===== src/rtl/sargantana_icache_ctrl.sv =====
`timescale 1ns/1ps
// Sargantana instruction-cache lookup / refill / flush sequencer.
// Optional multi-hit detection and self-flush: define ICACHE_MULTIHIT_CHK_EN.
module sargantana_icache_ctrl #(
  parameter int ICACHE_N_WAY     = 4,
  parameter int ICACHE_IDX_WIDTH = 6
) (
  input  logic                        clk_i,
  input  logic                        rstn_i,
  input  logic                        req_valid_i,
  input  logic [ICACHE_IDX_WIDTH-1:0] req_idx_i,
  output logic                        req_ready_o,
  input  logic                        kill_i,
  input  logic                        flush_i,
  input  logic                        tag_valid_i,
  input  logic [ICACHE_N_WAY-1:0]     cline_hit_i,
  input  logic [ICACHE_N_WAY-1:0]     way_valid_bits_i,
  output logic                        cache_rd_o,
  output logic [ICACHE_IDX_WIDTH-1:0] cache_idx_o,
  output logic [ICACHE_N_WAY-1:0]     way_we_o,
  output logic                        valid_clr_o,
  output logic                        resp_valid_o,
  output logic                        refill_req_o,
  input  logic                        refill_ack_i,
  input  logic                        refill_valid_i,
  output logic                        flush_done_o,
  output logic                        multihit_o
);

  localparam int WAY_W = (ICACHE_N_WAY > 1) ? $clog2(ICACHE_N_WAY) : 1;

  typedef enum logic [2:0] {
    IDLE,
    COMPARE,
    MISS_REQ,
    MISS_WAIT,
    REFILL,
    DRAIN,
    FLUSH
  } state_e;

  state_e                      state_q, state_d;
  logic [ICACHE_IDX_WIDTH-1:0] idx_q, idx_d;
  logic [ICACHE_IDX_WIDTH-1:0] flush_cnt_q, flush_cnt_d;
  logic [ICACHE_N_WAY-1:0]     vbits_q, vbits_d;
  logic [WAY_W-1:0]            rr_q, rr_d;
  logic                        replay_q, replay_d;
  logic [ICACHE_N_WAY-1:0]     victim_oh;
  logic                        free_found;
  logic                        multi_hit;
  logic                        accept;

`ifdef ICACHE_MULTIHIT_CHK_EN
  logic multihit_q;
  logic mh_set;

  assign multi_hit  = |(cline_hit_i & (cline_hit_i - ICACHE_N_WAY'(1)));
  assign mh_set     = (state_q == COMPARE) && !kill_i && !replay_q && tag_valid_i && multi_hit;
  assign multihit_o = multihit_q;
`else
  assign multi_hit  = 1'b0;
  assign multihit_o = 1'b0;
`endif

  // Prefer an empty way; only a fully valid set consumes the round-robin pointer.
  always_comb begin
    victim_oh  = '0;
    free_found = 1'b0;
    for (int w = 0; w < ICACHE_N_WAY; w++) begin
      if (!free_found && !vbits_q[w]) begin
        victim_oh[w] = 1'b1;
        free_found   = 1'b1;
      end
    end
    if (!free_found) begin
      victim_oh[rr_q] = 1'b1;
    end
  end

  always_comb begin
    state_d      = state_q;
    idx_d        = idx_q;
    vbits_d      = vbits_q;
    rr_d         = rr_q;
    flush_cnt_d  = flush_cnt_q;
    replay_d     = 1'b0;
    accept       = 1'b0;
    req_ready_o  = 1'b0;
    cache_rd_o   = 1'b0;
    cache_idx_o  = '0;
    way_we_o     = '0;
    valid_clr_o  = 1'b0;
    resp_valid_o = 1'b0;
    refill_req_o = 1'b0;
    flush_done_o = 1'b0;

    case (state_q)
      IDLE: begin
        req_ready_o = rstn_i && !flush_i;
        if (flush_i) begin
          state_d = FLUSH;
        end else if (req_valid_i && rstn_i) begin
          accept = 1'b1;
        end
      end

      COMPARE: begin
        if (kill_i) begin
          state_d = IDLE;
        end else if (replay_q) begin
          // Re-read the freshly written line; the hit is reported next cycle.
          cache_rd_o  = 1'b1;
          cache_idx_o = idx_q;
        end else if (tag_valid_i) begin
          if (|cline_hit_i) begin
            if (multi_hit) begin
              state_d = FLUSH;
            end else begin
              resp_valid_o = 1'b1;
              req_ready_o  = !flush_i;
              if (flush_i) begin
                state_d = FLUSH;
              end else if (req_valid_i) begin
                accept = 1'b1;
              end else begin
                state_d = IDLE;
              end
            end
          end else begin
            vbits_d = way_valid_bits_i;
            state_d = MISS_REQ;
          end
        end
      end

      MISS_REQ: begin
        refill_req_o = 1'b1;
        if (refill_ack_i) begin
          if (kill_i) begin
            state_d = refill_valid_i ? IDLE : DRAIN;
          end else begin
            state_d = refill_valid_i ? REFILL : MISS_WAIT;
          end
        end else if (kill_i) begin
          state_d = IDLE;
        end
      end

      MISS_WAIT: begin
        if (kill_i) begin
          state_d = refill_valid_i ? IDLE : DRAIN;
        end else if (refill_valid_i) begin
          state_d = REFILL;
        end
      end

      DRAIN: begin
        if (refill_valid_i) begin
          state_d = IDLE;
        end
      end

      REFILL: begin
        way_we_o    = victim_oh;
        cache_idx_o = idx_q;
        if (&vbits_q) begin
          rr_d = rr_q + WAY_W'(1);
        end
        if (kill_i) begin
          state_d = IDLE;
        end else if (flush_i) begin
          state_d = FLUSH;
        end else begin
          state_d  = COMPARE;
          replay_d = 1'b1;
        end
      end

      FLUSH: begin
        valid_clr_o = 1'b1;
        cache_idx_o = flush_cnt_q;
        if (flush_cnt_q == '1) begin
          flush_done_o = 1'b1;
          flush_cnt_d  = '0;
          state_d      = IDLE;
        end else begin
          flush_cnt_d = flush_cnt_q + ICACHE_IDX_WIDTH'(1);
        end
      end

      default: state_d = IDLE;
    endcase

    if (accept) begin
      cache_rd_o  = 1'b1;
      cache_idx_o = req_idx_i;
      idx_d       = req_idx_i;
      state_d     = COMPARE;
    end
  end

  always_ff @(posedge clk_i or negedge rstn_i) begin
    if (!rstn_i) begin
      state_q     <= IDLE;
      idx_q       <= '0;
      flush_cnt_q <= '0;
      vbits_q     <= '0;
      rr_q        <= '0;
      replay_q    <= 1'b0;
`ifdef ICACHE_MULTIHIT_CHK_EN
      multihit_q  <= 1'b0;
`endif
    end else begin
      state_q     <= state_d;
      idx_q       <= idx_d;
      flush_cnt_q <= flush_cnt_d;
      vbits_q     <= vbits_d;
      rr_q        <= rr_d;
      replay_q    <= replay_d;
`ifdef ICACHE_MULTIHIT_CHK_EN
      if (mh_set) begin
        multihit_q <= 1'b1;
      end
`endif
    end
  end

  a_way_we_onehot: assert property (@(posedge clk_i) disable iff (!rstn_i)
    $onehot0(way_we_o));
  a_array_ops_exclusive: assert property (@(posedge clk_i) disable iff (!rstn_i)
    $onehot0({cache_rd_o, |way_we_o, valid_clr_o}));
  a_resp_only_compare: assert property (@(posedge clk_i) disable iff (!rstn_i)
    resp_valid_o |-> (state_q == COMPARE));

endmodule


===== config.mk =====
export PLATFORM = sky130hd
export DESIGN_NAME = sargantana_icache_ctrl
export DESIGN_NICKNAME = d
export VERILOG_FILES = /design/src/rtl/sargantana_icache_ctrl.sv
export SDC_FILE = /design/constraint.sdc
export NUM_CORES = 1
export LEC_CHECK = 0
export BUFFER_PORTS_ARGS = -buffer_cell sky130_fd_sc_hd__buf_2
export CORE_MARGIN = 2
export CORE_UTILIZATION = 50
export CTS_CLUSTER_DIAMETER = 40
export DETAILED_ROUTE_END_ITERATION = 10
export GPL_TIMING_DRIVEN = 0
export HOLD_SLACK_MARGIN = 0.06
export PLACE_DENSITY = 0.81
export SETUP_SLACK_MARGIN = 0.3
export SLEW_MARGIN = 10
export SYNTH_ARGS = -nofsm -noshare
export SYNTH_HDL_FRONTEND = slang
export SYNTH_SLANG_ARGS = --single-unit

===== constraint.sdc =====
create_clock -name clk_i -period 2.4 [get_ports clk_i]
set_input_delay 0.24 -clock clk_i [delete_from_list [all_inputs] [get_ports clk_i]]
set_output_delay 0.24 -clock clk_i [all_outputs]
set_load 0.05 [all_outputs]

; ---- Word level (Yosys, flattened, before mapping)
; Cells that the tools add are included.
[totals]
out_inout_bits = 17
reg_bits = 22
wordCells = 112
inputBits = 22
[classes]
eq_ne = 15
n_bitwise = 4
add_sub_neg = 2
magnitude_cmp = 2
n_mux = 66
reduce_logical = 17
[op_table]
columns = op, n
row1 = $mux 3, 19
row2 = $mux 1, 36
row3 = $mux 6, 4
row4 = $pmux 3 s7, 1
row5 = $pmux 6 s3, 1
row6 = $ne 4x4->1 const B, 4
row7 = $reduce_and 5->1, 2
row8 = $eq 3x3->1 const B, 3
row9 = $ne 3x3->1 const B, 3
row10 = $mux 4, 2
row11 = $reduce_and 8->1, 1
row12 = $add 6x1->6 const B, 1
row13 = $eq 3x2->1 const B, 2
row14 = $eq 6x6->1 const B, 1
row15 = $logic_and 1x1->1, 6
row16 = $logic_not 1->1, 6
row17 = $ne 6x6->1 const B, 1
row18 = $or 4x4->4, 1
row19 = $pmux 1 s2, 2
row20 = $reduce_or 4->1, 1
row21 = $eq 3x1->1 const B, 1
row22 = $logic_not 3->1, 1
row23 = $lt 2x3->1 const B, 1
row24 = $not 1->1, 3
row25 = 3 further kinds, 3

; ---- Depth between registers and ports, before layout
[depth]
word_depth = 12
mapped_depth = 7
mapped_depth_nobuf = 7

; ---- Least setup slack after synthesis
; OpenSTA, ideal clock, no wires.
[synth_timing]
kind = register to output
from = register state_q[0]
to = output port cache_rd_o
path_stages_with_launch = 5
t_arrival_ps = 2060
t_required_ps = 2160
path_slack_ps = 100
path_cell_list = dfrtp_1 > clkbuf_2 > nor4b_4 > a32oi_2 > o21ai_0
[synth_via]
elab_chain_len = 3
elab_cells_between_ends = 5
classes_between = eq/ne: 1 / mux: 3 / reduce/logical: 1
[synth_lines]
columns = element, line_no
row1 = from (decl), 42  ; state_e state_q, state_d;
row2 = from (signal assigned), 214  ; state_q <= state_d;
row3 = $eq 3x1->1 or $logic_not 3->1 (tied branches), 97  ; case (state_q)
row4 = $pmux 1 s2 or $mux 1 (tied branches), 97
row5 = $mux 1 *, 194  ; if (accept) begin
row6 = to (decl), 18  ; output logic cache_rd_o,
; Every way passes the cells marked *; elsewhere a longest branch is shown, timed or not.

; ---- Worst setup path in the final report
[layout_timing]
from = register state_q[2]
to = output port cache_idx_o[3]
[layout_via]
elab_chain_len = 3
elab_cells_between_ends = 7
classes_between = eq/ne: 3 / mux: 3 / reduce/logical: 1
[layout_lines]
columns = element, line_no
row1 = "$eq 3x3->1, or another cell as far along", 97
row2 = $pmux 6 s3 or $pmux 1 s2 (tied branches), 97
row3 = $mux 6 *, 194
row4 = to (decl), 19  ; output logic [ICACHE_IDX_WIDTH-1:0] cache_idx_o,
; Marks and branches as above.

==> load_flow_metrics.sql <==
INSERT INTO impl_metrics (metric_group, metric, value, unit) VALUES
('drt', 'vias_per_cell', '5.893', ''),
('drt', 'dr.pass1.iters', '4', ''),
('grt', 'pin_count_of_the_biggest_net_entering_global_routing', '23', ''),
('timing', 'clock-skew-final', '0.001947', 'ns'),
('grt', 'number_of_antenna_violations_at_the_first_check_in_global_routing', '0', ''),
('place', 'placedInstanceArea', '1648', 'um2'),
('critical_path', 'worst_setup_path_end_kind', 'primary output', ''),
('finish', 'post-route-cell-area', '1906', 'um2'),
('floorplanning', 'placement_rows', '19', ''),
('run_status', 'result_of_the_run', 'finished clean', ''),
('finish', 'area_growth_from_synthesis_to_layout', '33.83', '%'),
('synthesis', 'synth_edf_count', '0', ''),
('drt', 'detail-route-antenna-nets', '0', ''),
('finish', 'antennaDiodeCount', '0', ''),
('clocking', 'clock_tree.htree_level_count', '1', ''),
('synthesis', 'synth.ff_latch_count', '22', ''),
('timing', 'period_share', '93.93', '%'),
('timing', 'fin_setup_tns', '0', 'ns'),
('synthesis', 'ys_top_cells_by_area', 'sky130_fd_sc_hd__dfrtp_1 (39%), sky130_fd_sc_hd__mux2_2 (9.5%), sky130_fd_sc_hd__ha_1 (7.0%)', ''),
('pwr', 'vdd_ir_drop_max', '1.137', 'mV'),
('critical_path', 'timing.critical_path.cells', 'buf_4 -> and3b_1 -> buf_2 -> buf_6 -> a222oi_1 -> inv_1 -> buf_6', ''),
('critical_path', 'crit_required', '2.16', 'ns'),
('critical_path', 'reg2reg_setup_slack', '0.44', 'ns'),
('place', 'gp_congestion', '0.8826', ''),
('synthesis', 'synth-warning-count', '0', ''),
('floorplanning', 'die-area', '3291', 'um2'),
('drt', 'first_iter_violations', '78', ''),
('timing', 'finalSetupViolCount', '0', ''),
('timing', 'timing_max_transition_violations_final', '0', ''),
('critical_path', 'path_max_fanout', '10', ''),
('floorplanning', 'boundaryPins', '39', ''),
('synthesis', 'synth_cells', '148', ''),
('clocking', 'path_clk_slew', '0.12', 'ns'),
('grt', 'total_congestion_overflow_after_global_routing', '0', ''),
('finish', 'fin_nets', '233', ''),
('drt', 'detailroute.via_count', '1373', ''),
('worst_hold_path', 'worst_hold_path_type', 'input pin to register', ''),
('grt', 'grt_pass1_wl', '6.113', 'mm'),
('synthesis', 'synth_cell_types', '42', ''),
('flow_run', 'max-cap-violations', '0', ''),
('floorplanning', 'die_w', '57.37', 'um'),
('clocking', 'clock_tree.buffer_depth', '2', ''),
('critical_path', 'critical_path_arrival', '2.01', 'ns'),
('synthesis', 'synth_top_cell_by_area', 'sky130_fd_sc_hd__dfrtp_1', ''),
('synthesis', 'synth_seq_area_share', '38.66', '%'),
('timing', 'final_hold_viol_count', '0', ''),
('pwr', 'totalPowerFinal', '2.208', 'mW'),
('grt', 'grt_util_all_layers', '23.56', '%'),
('clocking', 'root_buffer', 'sky130_fd_sc_hd__clkbuf_4', ''),
('synthesis', 'mapped_area', '1424', 'um2'),
('synthesis', 'post_synth.cell_area_avg', '9.621', 'um2'),
('drt', 'wire_per_inst', '15.50', 'um'),
('timing', 'worstMarginPinSlew', '0.9922', 'ns'),
('grt', 'grt_pass1_vias', '1370', ''),
('timing', 'fin_crit', '2.254', 'ns'),
('critical_path', 'setup.worst_path.class', 'register to primary output', ''),
('synthesis', 'synth_top_cell_area_share', '38.66', '%'),
('synthesis', 'synthesis.nets', '178', ''),
('clocking', 'cts-buffers-inserted', '3', ''),
('pwr', 'power.static_leakage', '0.9665', 'nW'),
('floorplanning', 'design.core.area', '2734', 'um2'),
('pwr', 'pwr_density_cell', '1159', 'nW/um2'),
('floorplanning', 'die_height', '57.37', 'um'),
('timing', 'max-slew-margin-rel', '33.64', '%'),
('clocking', 'insertion_delay', '0.30', 'ns'),
('drt', 'drt-total-wl', '3.612', 'mm'),
('critical_path', 'delay_of_the_slowest_cell_on_the_worst_path', '0.42', 'ns'),
('place', 'port_buffer_count', '37', ''),
('finish', 'layout.core_utilization', '69.70', '%'),
('timing', 'max_clock_freq', '0.4436', 'GHz'),
('critical_path', 'timing.critical_path.slowest_stage_cell', 'sky130_fd_sc_hd__dfrtp_1', ''),
('place', 'detailed_place_hpwl', '2.474', 'mm'),
('clocking', 'cts.sinks', '22', ''),
('finish', 'drive_above_1_share', '41.58', '%'),
('drt', 'drt_drc_violations_left', '0', ''),
('synthesis', 'postSynth.asyncResetShare', '100.0', '%'),
('synthesis', 'dominantRegCellSynth', 'sky130_fd_sc_hd__dfrtp_1', ''),
('clocking', 'cts_tree', 'built', ''),
('timing', 'setup_repair_after_global_routing_missed_its_margin', 'yes', ''),
('critical_path', 'cpMostUsedCell', 'sky130_fd_sc_hd__buf_6', ''),
('critical_path', 'startpoint_type', 'register', ''),
('floorplanning', 'starting_density_of_the_core', '52.08', '%');
## synthesized netlist by cell type, types with 2 or more instances
| master | instances |
|---|---|
| sky130_fd_sc_hd__dfrtp_1 | 22 |
| sky130_fd_sc_hd__inv_1 | 15 |
| sky130_fd_sc_hd__mux2_2 | 12 |
| sky130_fd_sc_hd__nand2_1 | 12 |
| sky130_fd_sc_hd__nor2_1 | 11 |
| sky130_fd_sc_hd__ha_1 | 8 |
| sky130_fd_sc_hd__a21oi_1 | 6 |
| sky130_fd_sc_hd__a222oi_1 | 6 |
| sky130_fd_sc_hd__nand3_1 | 6 |
| sky130_fd_sc_hd__xnor2_1 | 4 |
| sky130_fd_sc_hd__a211oi_1 | 3 |
| sky130_fd_sc_hd__clkbuf_1 | 3 |
| sky130_fd_sc_hd__o21ai_0 | 3 |
| sky130_fd_sc_hd__a21o_1 | 2 |
| sky130_fd_sc_hd__buf_2 | 2 |
| sky130_fd_sc_hd__mux2i_1 | 2 |
| sky130_fd_sc_hd__nand2b_1 | 2 |
| sky130_fd_sc_hd__nand4_1 | 2 |
| sky130_fd_sc_hd__nor3_1 | 2 |
| sky130_fd_sc_hd__nor4_1 | 2 |
| sky130_fd_sc_hd__or3_1 | 2 |
## layout make-up
cell class,count,area (um2)
timing repair buffer,50,357.8
fill,207,828.3
buffer,8,66.31
inverter,15,56.30
multi-input combinational,103,798.3
tap,31,38.79
sequential,22,551.8
clock buffer,4,36.28
## final timing paths
kind,cells past startpoint,to,from
setup / recovery,7,cache_idx_o[3],state_q[2]
hold / removal,2,vbits_q[0],way_valid_bits_i[0]
setup reg to reg,8,idx_q[3],state_q[2]
hold reg to reg,1,idx_q[0],idx_q[0]
max in group asynchronous,2,state_q[1],rstn_i
min in group asynchronous,2,state_q[0],rstn_i
## through the flow
step           hold WS (ns)  instances  setup slack [ns]
2_1_floorplan      -0.05559        148            0.3797
3_3_place_gp         0.2320        216            0.1804
3_5_place_dp         0.2382        216           0.09314
4_1_cts              0.1595        231           0.04998
5_1_grt              0.1401        233          -0.01370
6_report             0.1607        233            0.1457
## logic make-up (layout without fill, tap and decap cells)
family	Yosys count	count (layout)	share of synthesized area (%)
DFF	22	22	38.66
other	1	1	0.2634
buffers and inverters	23	77	7.117
AOI/OAI and AO/OA	26	26	13.97
and+or+nand+nor	49	49	18.98
adders and majority gates	8	8	7.030
muxes	14	14	10.90
xor gates and xnor gates	5	5	3.075
## flip-flops by register name, indices dropped and copies added, names as in the netlist
register,flops
flush_cnt_q,6
idx_q,6
replay_q,1
rr_q,2
state_q,3
vbits_q,4
## cell usage in the layout, fill, tap and decap left out, drive strengths merged
cell type and instances:
nand4 2, nor2b 1, nor3 2, nor2 12, dlygate4sd3 1, o211ai 1
and4 1, nand2b 2, a32oi 2, or4 1, ha 8, nand3 6
mux2 12, nor4 2, nand2 12, a21o 2, xor2 1, xnor2 4
inv 15, buf 55, and3 2, and3b 1, nand3b 1, clkbuf 6
a222oi 6, a211oi 3, or3 2, a21oi 6, nor4b 1, o221ai 1
mux2i 2, a31oi 1, o21ai 3, dfrtp 22, conb 1, a2111oi 1
nor3b 1
## worst max-delay path: cells and delay by family, from the launching register on
family / cells / cell delay, ns
buffers and inverters: 5 / 0.73
flip-flops: 1 / 0.42
AO/OA/AOI/OAI: 1 / 0.37
AND/OR/NAND/NOR: 1 / 0.18
## layer usage
metal  wire length [um]  track usage (%)  vias up
met4                 57            8.638        0
met3                192            3.401        8
met1               1442            28.22      670
li1                   -                -      643
met5                  0                0        -
met2               1920            42.53       52
## where the power goes
part           internal, mW  leakage, nW  switching, mW  total, mW
combinational         0.572        0.664          0.819       1.39
sequential            0.500        0.282          0.115      0.615
clock                0.0925       0.0210          0.110      0.202
## what timing repair did
| action | 4_1_cts | 5_1_grt |
|---|---|---|
| hold buffers | 1 | 0 |
| gates cloned | 1 | 0 |
| hold endpoints to repair | 22 | 0 |
| pin swaps | 6 | 7 |
| buffers inserted | 9 | 2 |
| resized for setup | 20 | 24 |
| setup endpoints to repair | 11 | 13 |
Note: power is estimated with default switching activity, not from simulation.
